$ cat config.mk
export PLATFORM = sky130hd
export DESIGN_NAME = vram_tile_blitter
export DESIGN_NICKNAME = d
export VERILOG_FILES = /design/src/rtl/vram_tile_blitter.sv
export SDC_FILE = /design/constraint.sdc
export NUM_CORES = 1
export LEC_CHECK = 0
export BUFFER_PORTS_ARGS = -buffer_cell sky130_fd_sc_hd__buf_2
export CORE_MARGIN = 3
export CORE_UTILIZATION = 55
export CTS_CLUSTER_DIAMETER = 150
export DETAILED_ROUTE_END_ITERATION = 12
export PLACE_DENSITY = 0.79
export SYNTH_ARGS = -nofsm -noshare
export SYNTH_HDL_FRONTEND = slang
export SYNTH_SLANG_ARGS = --single-unit
$ cat constraint.sdc
create_clock -name clk -period 9.35 [get_ports clk]
set_input_delay 0.4675 -clock clk [delete_from_list [all_inputs] [get_ports clk]]
set_output_delay 0.4675 -clock clk [all_outputs]
set_load 0.1 [all_outputs]
$ cat src/rtl/vram_tile_blitter.sv
// Tile writer for the 1 bpp 640x480 frame buffer on VRAM port A.
// One command writes the eight scanline bytes of an 8x8 cell: draw, clear or XOR (read-modify-write).
module vram_tile_blitter #(
    parameter int COLS       = 80,
    parameter int TROWS      = 60,
    parameter int RD_LATENCY = 1
) (
    input  logic        clk,
    input  logic        resetn,
    input  logic        start,
    input  logic [1:0]  op,
    input  logic [6:0]  col,
    input  logic [5:0]  trow,
    input  logic [63:0] glyph,
    output logic        busy,
    output logic        done,
    output logic        err,
    output logic        vram_we,
    output logic [15:0] vram_addr,
    output logic [7:0]  vram_dout,
    input  logic [7:0]  vram_din
);

    localparam logic [1:0] OP_CLEAR = 2'b01;
    localparam logic [1:0] OP_XOR   = 2'b10;
    localparam int         WCW      = (RD_LATENCY > 1) ? $clog2(RD_LATENCY) : 1;

    // state  | meaning
    // IDLE / FINISH accept commands; WRITE stores a line; READ, WAIT fetch one for RMW to write back
    typedef enum logic [2:0] {S_IDLE, S_WRITE, S_READ, S_WAIT, S_RMW, S_FINISH} state_t;

    state_t          state_q, state_d;
    logic [2:0]      k_q, k_d;
    logic [WCW-1:0]  wcnt_q, wcnt_d;
    logic [15:0]     base_q, base_d;
    logic [63:0]     glyph_q, glyph_d;
    logic [1:0]      op_q, op_d;
    logic            busy_q, busy_d, done_q, done_d, err_q, err_d, we_q, we_d;
    logic [15:0]     addr_q, addr_d;
    logic [7:0]      dout_q, dout_d;
    logic            cmd_ok, can_start;
    logic [7:0]      rmw_data;

    function automatic logic [7:0] glyph_byte(input logic [63:0] g, input logic [2:0] k);
        return g[63 - 8*int'(k) -: 8];
    endfunction

    assign cmd_ok    = (int'(col) < COLS) && (int'(trow) < TROWS) && (op != 2'b11);
    assign can_start = (state_q == S_IDLE) || (state_q == S_FINISH);
    assign rmw_data  = vram_din ^ glyph_byte(glyph_q, k_q);

    always_ff @(posedge clk or negedge resetn) begin
        if (!resetn) begin
            state_q <= S_IDLE;
            k_q     <= '0;
            wcnt_q  <= '0;
            base_q  <= '0;
            glyph_q <= '0;
            op_q    <= '0;
            busy_q  <= 1'b0;
            done_q  <= 1'b0;
            err_q   <= 1'b0;
            we_q    <= 1'b0;
            addr_q  <= '0;
            dout_q  <= '0;
        end else begin
            state_q <= state_d;
            k_q     <= k_d;
            wcnt_q  <= wcnt_d;
            base_q  <= base_d;
            glyph_q <= glyph_d;
            op_q    <= op_d;
            busy_q  <= busy_d;
            done_q  <= done_d;
            err_q   <= err_d;
            we_q    <= we_d;
            addr_q  <= addr_d;
            dout_q  <= dout_d;
        end
    end

    always_comb begin
        state_d = state_q;
        k_d     = k_q;
        wcnt_d  = wcnt_q;
        base_d  = base_q;
        glyph_d = glyph_q;
        op_d    = op_q;
        case (state_q)
            S_IDLE, S_FINISH: begin
                state_d = S_IDLE;
                if (start && cmd_ok) begin
                    op_d    = op;
                    glyph_d = glyph;
                    base_d  = 16'(trow) * 16'(8 * COLS) + 16'(col);
                    k_d     = '0;
                    state_d = (op == OP_XOR) ? S_READ : S_WRITE;
                end
            end
            S_WRITE: begin
                k_d = k_q + 3'd1;
                if (k_q == 3'd7) state_d = S_FINISH;
            end
            S_READ: begin
                if (RD_LATENCY > 1) begin
                    state_d = S_WAIT;
                    wcnt_d  = WCW'(RD_LATENCY - 2);
                end else begin
                    state_d = S_RMW;
                end
            end
            S_WAIT: begin
                if (wcnt_q == '0) state_d = S_RMW;
                else              wcnt_d  = wcnt_q - 1'b1;
            end
            S_RMW: begin
                k_d     = k_q + 3'd1;
                state_d = (k_q == 3'd7) ? S_FINISH : S_READ;
            end
            default: state_d = S_IDLE;
        endcase
    end

    // Outputs are registered from the next state so they line up with the state they describe.
    always_comb begin
        busy_d = (state_d == S_WRITE) || (state_d == S_READ) || (state_d == S_WAIT) || (state_d == S_RMW);
        done_d = (state_d == S_FINISH);
        err_d  = can_start && start && !cmd_ok;
        we_d   = (state_d == S_WRITE) || (state_d == S_RMW);
        addr_d = addr_q;
        dout_d = dout_q;
        if (state_q == S_RMW) dout_d = rmw_data;
        if ((state_d == S_WRITE) || (state_d == S_READ)) addr_d = base_d + 16'(k_d) * 16'(COLS);
        if (state_d == S_WRITE) dout_d = (op_d == OP_CLEAR) ? 8'h00 : glyph_byte(glyph_d, k_d);
    end

    assign busy      = busy_q;
    assign done      = done_q;
    assign err       = err_q;
    assign vram_we   = we_q;
    assign vram_addr = addr_q;
    // Read data only arrives during the RMW cycle itself, so that write path bypasses the register.
    assign vram_dout = (state_q == S_RMW) ? rmw_data : dout_q;

endmodule

# Word-level counts from Yosys, hierarchy flattened
# Cells that the tools add are included.
dict set report word_totals {
  elab_cells 71
  register_bits 117
  out_inout_bits 28
}
dict set report op_classes {
  reduce_logical 14
  n_eq_ne 14
  shifts 2
  n_bitwise 1
  magnitude_cmp 2
  addsub 6
  n_mux 18
  mul 2
}
# op n
set op_table {}
lappend op_table {{$shiftx A71 B7 Y8} 2}
lappend op_table {{$mux W64} 2}
lappend op_table {{$mux W16} 2}
lappend op_table {{$mux W8} 3}
lappend op_table {{$add A16 B10 Y16} 1}
lappend op_table {{$add A16 B7 Y16} 1}
lappend op_table {{$eq A3 B3 Y1 const B} 5}
lappend op_table {{$pmux W3 S5} 1}
lappend op_table {{$sub A6 B6 Y7 const A} 2}
lappend op_table {{$eq A3 B2 Y1 const B} 4}
lappend op_table {{$mux W3} 4}
lappend op_table {{$mul A6 B3 Y9 const B} 1}
lappend op_table {{$mux W2} 4}
lappend op_table {{$xor A8 B8 Y8} 1}
lappend op_table {{$lt A7 B7 Y1 const B} 1}
lappend op_table {{$eq A3 B1 Y1 const B} 2}
lappend op_table {{$lt A6 B6 Y1 const B} 1}
lappend op_table {{$mul A3 B3 Y6 const B} 1}
lappend op_table {{$pmux W3 S2} 1}
lappend op_table {{$logic_and A1 B1 Y1} 5}
lappend op_table {{$logic_or A1 B1 Y1} 5}
lappend op_table {{$reduce_or A2 Y1} 2}
lappend op_table {{$add A3 B1 Y3 const B} 1}
lappend op_table {{$logic_not A3 Y1} 1}
lappend op_table {{other kinds (6)} 6}

# Depth between registers and ports, before layout
# Gate-level depths: netlist of the first run.
dict set report depth {
  ltp_word 10
  ltp_mapped 19
}

# Worst setup path before layout of the first run
# No wires, ideal clock.
dict set report synth_path {
  path_type {register -> register}
  startpoint {register state_q[0]}
  endpoint {register addr_q[12] (netlist: vram_addr[12])}
  path_slack_ns 5.880
  required_ns 9.216
  path_buffers 2
  period_less_slack_ns 3.470
  t_arrival_ns 3.336
  stages_incl_launch_ff 18
  setup_time_ns 0.134
  cell_sequence {dfrtp_1 -> xnor2_2 -> nand2_1 -> nor2_2 -> clkbuf_1 -> buf_1 -> nand2_1 -> nand2_1 -> ha_1 -> inv_1 -> fa_1 -> nor2b_1 -> o21ai_0 -> a21oi_1 -> o21a_1 -> o22a_1 -> xnor2_1 -> o21ai_0}
}
dict set report synth_between {
  word_cells_on_any_way 18
}
# element line_no
set synth_rtl {}
lappend synth_rtl {{from (decl)} 32} ;# state_t state_q, state_d;
lappend synth_rtl {{from (signal assigned)} 67} ;# state_q <= state_d;
lappend synth_rtl {{$eq A3 B3 Y1 or $logic_not A3 Y1 (tied branches)} 89} ;# case (state_q)
lappend synth_rtl {{$reduce_or A2 Y1 *} 89}
lappend synth_rtl {{$mux W16 *} 89}
lappend synth_rtl {{named net base_d[4]} 35} ;# logic [15:0] base_q, base_d;
lappend synth_rtl {{$add A16 B10 Y16 *} 133} ;# if ((state_d == S_WRITE) || (state_d == S_READ)) addr_d = base_d + 16'(k_d) * 16'(COLS);
lappend synth_rtl {{to (signal assigned)} 77} ;# addr_q <= addr_d;
lappend synth_rtl {{to (decl)} 39} ;# logic [15:0] addr_q, addr_d;
# Mark *: on every way through the listed nets, which the timed path passes. The rest lies on a longest branch.
# A chain may end at the register's enable or synchronous reset.

# Final worst setup path of the first run
dict set report layout_path {
  startpoint {register k_q[1]}
  endpoint {register addr_q[15] (netlist: vram_addr[15])}
}
dict set report layout_between {
  word_cells_on_any_way 12
}
# element line_no
set layout_rtl {}
lappend layout_rtl {{from (decl)} 33} ;# logic [2:0] k_q, k_d;
lappend layout_rtl {{from (signal assigned)} 68} ;# k_q <= k_d;
lappend layout_rtl {{$add A3 B1 Y3} {101, 117}}
lappend layout_rtl {{$pmux W3 S2} 89}
lappend layout_rtl {{named net k_d[2]} 33}
lappend layout_rtl {{$mul A3 B3 Y6} 133}
lappend layout_rtl {{$add A16 B10 Y16} 133}
# The timed path passes the listed nets, and every way through them passes these cells.

==> results of run 1 <==
## sequential cells by signal (all words and copies together), names as in the netlist
signal / flops
done: 1
glyph_q: 64
dout_q: 8
k_q: 3
op_q: 2
busy: 1
vram_addr: 16
err: 1
base_q: 16
state_q: 3
vram_we: 1
## logic make-up (layout without fill, tap and decap cells)
kind of cell | after synthesis | count (layout) | share of synthesized area (%)
DFF | 116 | 116 | 45.3
xor gates and xnor gates | 19 | 19 | 2.71
muxes | 103 | 103 | 23.7
adders and majority gates | 21 | 21 | 4.33
buffers and inverters | 43 | 168 | 3.24
AOI/OAI and AO/OA | 75 | 75 | 8.08
and+or+nand+nor | 190 | 190 | 12.6
## metal layers
layer  up-vias  track usage (%)
met4         0             10.1
met5         -                0
met2       203             41.4
met1      2412             32.9
met3        33             5.46
li1       2249                -
## stage by stage
| stage | instance area (sq um) | std cells | utilization (%) |
|---|---|---|---|
| 2_1_floorplan | 6410 | 567 | - |
| 3_5_place_dp | 7070 | 800 | 63.6 |
| 4_1_cts | 7650 | 832 | 68.8 |
| 3_3_place_gp | 7070 | 800 | 63.6 |
| 5_1_grt | 7650 | 832 | 68.8 |
| 6_report | 7650 | 832 | 68.8 |
## final cells by class
type	count	area (sq um)	area share [%]
well taps	140	175	2.29
flip-flops and latches	116	2900	37.9
clock inverters	9	103	1.34
inverters	15	56.3	0.736
clock buffers	23	478	6.25
multi-input cells	408	3320	43.4
repair buffers	121	618	8.08
## placed cells by master, fill, tap and decap left out, drive strengths merged, types with 3 or more instances in the layout
cell and count:
xnor2 18, mux2i 8, mux4 32, mux2 63, o21ai 23, and3 3
clkinvlp 3, nand2b 4, clkinv 5, nand2 152, a22o 8, nor2 9
ha 19, a221oi 8, inv 14, nand4 3, clkbuf 23, o31ai 3
dfrtp 116, o2bb2ai 8, buf 121, nor2b 7, a21oi 9
## synthesized netlist by cell type (9+ instances only)
cell type	n	area share (%)
a21oi_1	9	0.70
clkbuf_1	10	0.59
dfrtp_1	116	45
ha_1	19	3.7
inv_1	14	0.82
mux2_2	63	11
mux4_2	29	10
nand2_1	151	8.8
o21ai_0	21	1.6
xnor2_1	17	2.3
## worst min-delay path by stage
stage,slack (ns),to,depth (start not counted),start
finish,0.08,vram_addr[13]$_DFFE_PN0P_,1,resetn
global route,0.14,vram_addr[13]$_DFFE_PN0P_,1,resetn
CTS,0.11,vram_addr[13]$_DFFE_PN0P_,1,resetn
detailed placement,0.45,base_q[1]$_DFF_PN0_,2,base_q[1]$_DFF_PN0_
global placement,0.45,base_q[2]$_DFF_PN0_,2,base_q[2]$_DFF_PN0_
floorplan,0.17,base_q[0]$_DFF_PN0_,0,resetn
## where the power goes
| part | internal, mW | switching [mW] | total, mW |
|---|---|---|---|
| sequential | 0.741 | 0.152 | 0.893 |
| clock | 0.410 | 0.223 | 0.633 |
| combinational | 0.740 | 1.16 | 1.90 |
## worst max-delay path, cell delays in order (launching register included)
cell,delay (ns)
dfrtp_1,0.93
ha_1,0.28
ha_1,0.23
nand2b_1,0.07
o21ai_0,0.07
a31oi_1,0.24
inv_1,0.15
ha_1,0.21
ha_1,0.29
ha_1,0.31
inv_1,0.07
o21a_1,0.21
o21ai_0,0.45
nand4_1,0.20
xnor2_1,0.17
mux2_2,0.27
==> results.md, run 1 <==
- Crit-path max FO: 18
- Met3 WL: 1040 microns
- Lkg Pwr: 3.71 nW
- Critical path class: reg2reg
- Largest net degree at the start of global routing: 101
- CP Capture Type: flip-flop
- Routed WL: 15500 microns
- Cts hold-fix bufs: 0
- Ys async rst share: 100%
- Net Count, Synth: 678
- Mean post-synth cell area: 11.3 sq um
- Cts bufs inserted: 17
- Reg2reg end: vram_addr[15]$_DFFE_PN0P_
- Worst EP required: 9.64 ns
- Number of synthesized flops with an enable pin: 0
- Total number of vias: 4897
- NumNets Final: 790
- CTS tree: built
- Final Max Slew Viols: 0
- Setup violators final: 0
- Initial Util: 57.6%
- Post-DP HPWL: 10500 microns
- Crit path launch type: flip-flop
- WP data arrival: 4.58 ns
- MaxCap Viol Count: 0
- Slew of the pin with the lowest slew margin: 1.05 ns
- Setup TNS Final: 0 ns
- Drt drc: 0
- Post-Place Worst Slack: 5.18 ns
- Drt via density: 5.89
- Synthesized area: 6410 sq um
- PD cells: 448 nW/um^2
- Clk slew on worst S/H paths: 0.05 ns
- Post-Syn Instances: 567
- Antenna-violating nets left: 0
- First-pass GRT wire length: 25100 microns
- Area delta synth->final: 19.3%
- GPL Wtd Cong: 0.847
- Flop-to-flop setup slack: 5.07 ns
- Site Rows: 38
- RSZ-0062 raised after global routing: false
- Grt total ovfl: 0
- Final Cycle Share: 45.8%
- Crit path from: k_q[1]$_DFF_PN0_
- I/O Buffers: 117
- Pwr Total: 3.43 mW
- Root Driver: clkbuf_16
- Share of post-route cells with drive strength above 1: 35.7%
- Io pins: 118
- Antenna cells: 0
- Final Hold Fails: 0
- Predominant post-synthesis flop cell: dfrtp_1
- Outcome: complete, no violations
- Slew HR: 29.9%
- DR pass1 iterations: 5
- R2r worst-path depth: 15
- Worst Setup EP: vram_addr[15]$_DFFE_PN0P_
- RR Startpoint: k_q[1]$_DFF_PN0_
- Worst vdd ir: 0.285 mV
- Filler Cells Inserted: 818
- Max clock buf depth: 2
- TritonCTS Sinks: 116
- Initial antenna violation count: 0
- Synthesis-stage register bit count: 116
- Die area: 13000 sq um
- Synthesis Warnings: 0
- Setup WS post-layout: 5.07 ns
- Fin Hold WS: 0.0823 ns
- Post-DR wirelength/cell: 18.6 microns
- Final Critical Period: 4.28 ns
- Uppermost layer routed: met4
- Post-cts resize count: 0
- Routed length on met2: 7780 microns
- Initial DRC Count: 422
- Sequential area share after synthesis: 45.3%
- Max Freq: 0.233 GHz
- Die width: 114 microns
- Clock skew: 0.00756 ns
- Unique masters post-synth: 57
- Clock Latency Late Sink: 0.42 ns
- H-Tree Depth: 4
- Post CTS Setup Buffer Count: 0
- Die Y-Extent: 114 microns
- All-Layer GR Usage: 25.3%
- Vias in the first global route: 5013
- Hold Crit Class: in2async
- Met1 WL: 6330 microns
- Core area: 11100 sq um
No activity file was read; power rests on OpenSTA's default activity.
==> run 2: changes to the inputs <==
CORE_UTILIZATION = 51   (was 55)
PLACE_DENSITY = 0.77   (was 0.79)
clock period = 3.5 ns   (was 9.35 ns; I/O delays follow)
==> run 2 against run 1 <==
Flip-flop and latch count unchanged. Highest routed layer unchanged. Global-route usage down 2.0 points. Critical endpoint is now vram_addr[12]$_DFFE_PN0P_. Register-to-register slack worse by 4.9 ns. Wire length up 2.8%. Fmax up 30%. Combinational power rose to 2.8 times the previous value. First-iteration DRC count down 9.2%. Count of clock-buffer cells in the layout up 2. Power rose to 2.7 times the previous value. Non-clock buffer count up 56. Sequential power rose to 2.6 times the previous value.
==> results.md, run 2 (synthesis results as in run 1) <==
- Hold Path Depth: 3
- Clock Latency Late Sink: 0.41 ns
- Largest net degree at the start of global routing: 79
- Die width: 118 microns
- Crit-path leading delay family: adder cells
- RR Startpoint: k_q[0]$_DFF_PN0_
- Post-Place Worst Slack: 0.0774 ns
- Fin Hold WS: 0.0155 ns
- Setup violators final: 0
- Share of post-route cells with drive strength above 1: 34.9%
- I/O Buffers: 117
- Final Cycle Share: 94.5%
- Drt drc: 0
- Max clock buf depth: 2
- Io pins: 118
- H-Tree Depth: 4
- Setup TNS Final: 0 ns
- All-Layer GR Usage: 23.2%
- Busiest layer in global routing: met2
- Max Freq: 0.302 GHz
- Clk slew on worst S/H paths: 0.05 ns
- NumNets Final: 846
- CP max stage cell: dfrtp_1
- Initial antenna violation count: 0
- Post-DR wirelength/cell: 17.4 microns
- PD cells: 1130 nW/um^2
- Core area: 12200 sq um
- Lkg Pwr: 3.95 nW
- Placed Instances: 839
- Outcome: complete, no violations
- Cell Chain, Critical Path: ha_1 > ha_1 > nand2b_1 > o21ai_0 > a31oi_1 > inv_2 > ha_1 > ha_1 > ha_1 > ha_1 > inv_1 > a21oi_2 > o21a_1 > o22a_1 > xnor2_1 > o21ai_0
- Routed WL: 15900 microns
- Slew HR: 34.8%
- Filler Cells Inserted: 897
- Global Route met3 Usage: 5.50%
- Worst EP required: 3.75 ns
- Die area: 14000 sq um
- Pwr Total: 9.27 mW
- Grt total ovfl: 0
- Site Rows: 40
- RSZ-0062 raised after global routing: false
- CP most frequent cell: ha_1
- Crit-path max FO: 3
- Max reg flops: 64
- Worst vdd ir: 0.593 mV
- CTS tree: built
- Critical path class: reg2reg
- WP data arrival: 3.56 ns
- Slowest stage delay, CP: 0.38 ns
- TritonCTS Sinks: 116
- Initial DRC Count: 383
- Area delta synth->final: 28.0%
- R2r worst-path depth: 16
- Root Driver: clkbuf_16
- Vias in the first global route: 5224
- Die Y-Extent: 118 microns
- Design Area, Final: 8210 sq um
- Cts bufs inserted: 17
- Reg2reg end: vram_addr[12]$_DFFE_PN0P_
- Final Critical Period: 3.31 ns
- Finished Layout Cells: 913
- Drt via density: 5.53
- Final Max Slew Viols: 0
- Hold_sp: col[4]
- Leading cell types in the layout, fill and taps excluded: 151 x nand2_1, 116 x dfrtp_1, 116 x buf_2, 63 x mux2_2, 42 x dlygate4sd3_1
- Slew of the pin with the lowest slew margin: 0.978 ns
- Routing usage on met1: 29.5%
- Clock skew: 0.0163 ns
- Top reg by flops: glyph_q
- MaxCap Viol Count: 0
- Antenna cells: 0
- Hold Path Sink: base_q[4]$_DFF_PN0_
- Crit path launch type: flip-flop
- CP Capture Type: flip-flop
- Final Hold Fails: 0
- Flop-to-flop setup slack: 0.19 ns
- Initial Util: 52.7%
- Setup WS post-layout: 0.194 ns
- Post-DP HPWL: 10600 microns
- Hold Crit Class: in2reg
- First-pass GRT wire length: 25700 microns
- Commonest non-fill, non-tap cell in the layout: nand2_1
- Post-DP Area: 7190 sq um
- Antenna-violating nets left: 0
- GPL Wtd Cong: 0.869
- Fin util: 67.5%
- Worst Path Buf+Inv: 2
- DR pass1 iterations: 4
- Total number of vias: 5048
- Global routing usage on met2: 38.5%
==> run 2: cell types whose count changed in the layout (fill, tap and decap cells not counted), moves of 2 or more <==
| cell | delta |
|---|---|
| dlygate4sd3_1 | +42 |
| buf_4 | +14 |
| clkinv_2 | -3 |
| clkinvlp_4 | -2 |
| o21ai_0 | -2 |
==> run 2: area by class of cell <==
| cell class | instances | area [sq um] | share of cell area (%) |
|---|---|---|---|
| multi-input cells | 408 | 3330 | 40.5 |
| flip-flops and latches | 116 | 2900 | 35.4 |
| repair buffers | 177 | 1140 | 13.9 |
| clock buffers | 25 | 495 | 6.04 |
| well taps | 168 | 210 | 2.56 |
| clock inverters | 4 | 72.6 | 0.884 |
| inverters | 15 | 56.3 | 0.686 |
==> run 2: power breakdown <==
| group | internal [mW] | switching, mW | total [mW] |
|---|---|---|---|
| combinational | 2.09 | 3.20 | 5.29 |
| sequential | 1.98 | 0.330 | 2.31 |
| clock | 1.11 | 0.558 | 1.67 |
| total | 5.18 | 4.08 | 9.27 |
==> run 2: routing by layer <==
layer / vias to the layer above / part of all wire [%] / routed length, microns
li1: 2362 / - / -
met1: 2496 / 41 / 6470
met2: 163 / 51 / 8090
met3: 27 / 6.6 / 1050
met4: 0 / 1.9 / 310
met5: - / 0 / 0
==> run 2: tightest hold or removal path: cells and delay by family <==
kind | cells | cell delay [ns]
and+or+nand+nor | 2 | 0.13
buffers and inverters | 1 | 0.09
==> run 2: repair_timing <==
item	4_1_cts	5_1_grt
hold buffers	42	0
endpoints found under the setup margin	0	4
hold endpoints to repair	117	0
resized for setup	0	5
buffers inserted	0	3
==> run 2: worst max path at each step <==
stage	start	end	depth (start not counted)
global placement	k_q[0]$_DFF_PN0_	vram_addr[15]$_DFFE_PN0P_	15
detailed placement	k_q[0]$_DFF_PN0_	vram_addr[15]$_DFFE_PN0P_	15
floorplan	state_q[0]$_DFF_PN0_	vram_addr[12]$_DFFE_PN0P_	17
global route	k_q[0]$_DFF_PN0_	vram_addr[14]$_DFFE_PN0P_	16
finish	k_q[0]$_DFF_PN0_	vram_addr[12]$_DFFE_PN0P_	16
CTS	k_q[0]$_DFF_PN0_	vram_addr[15]$_DFFE_PN0P_	15
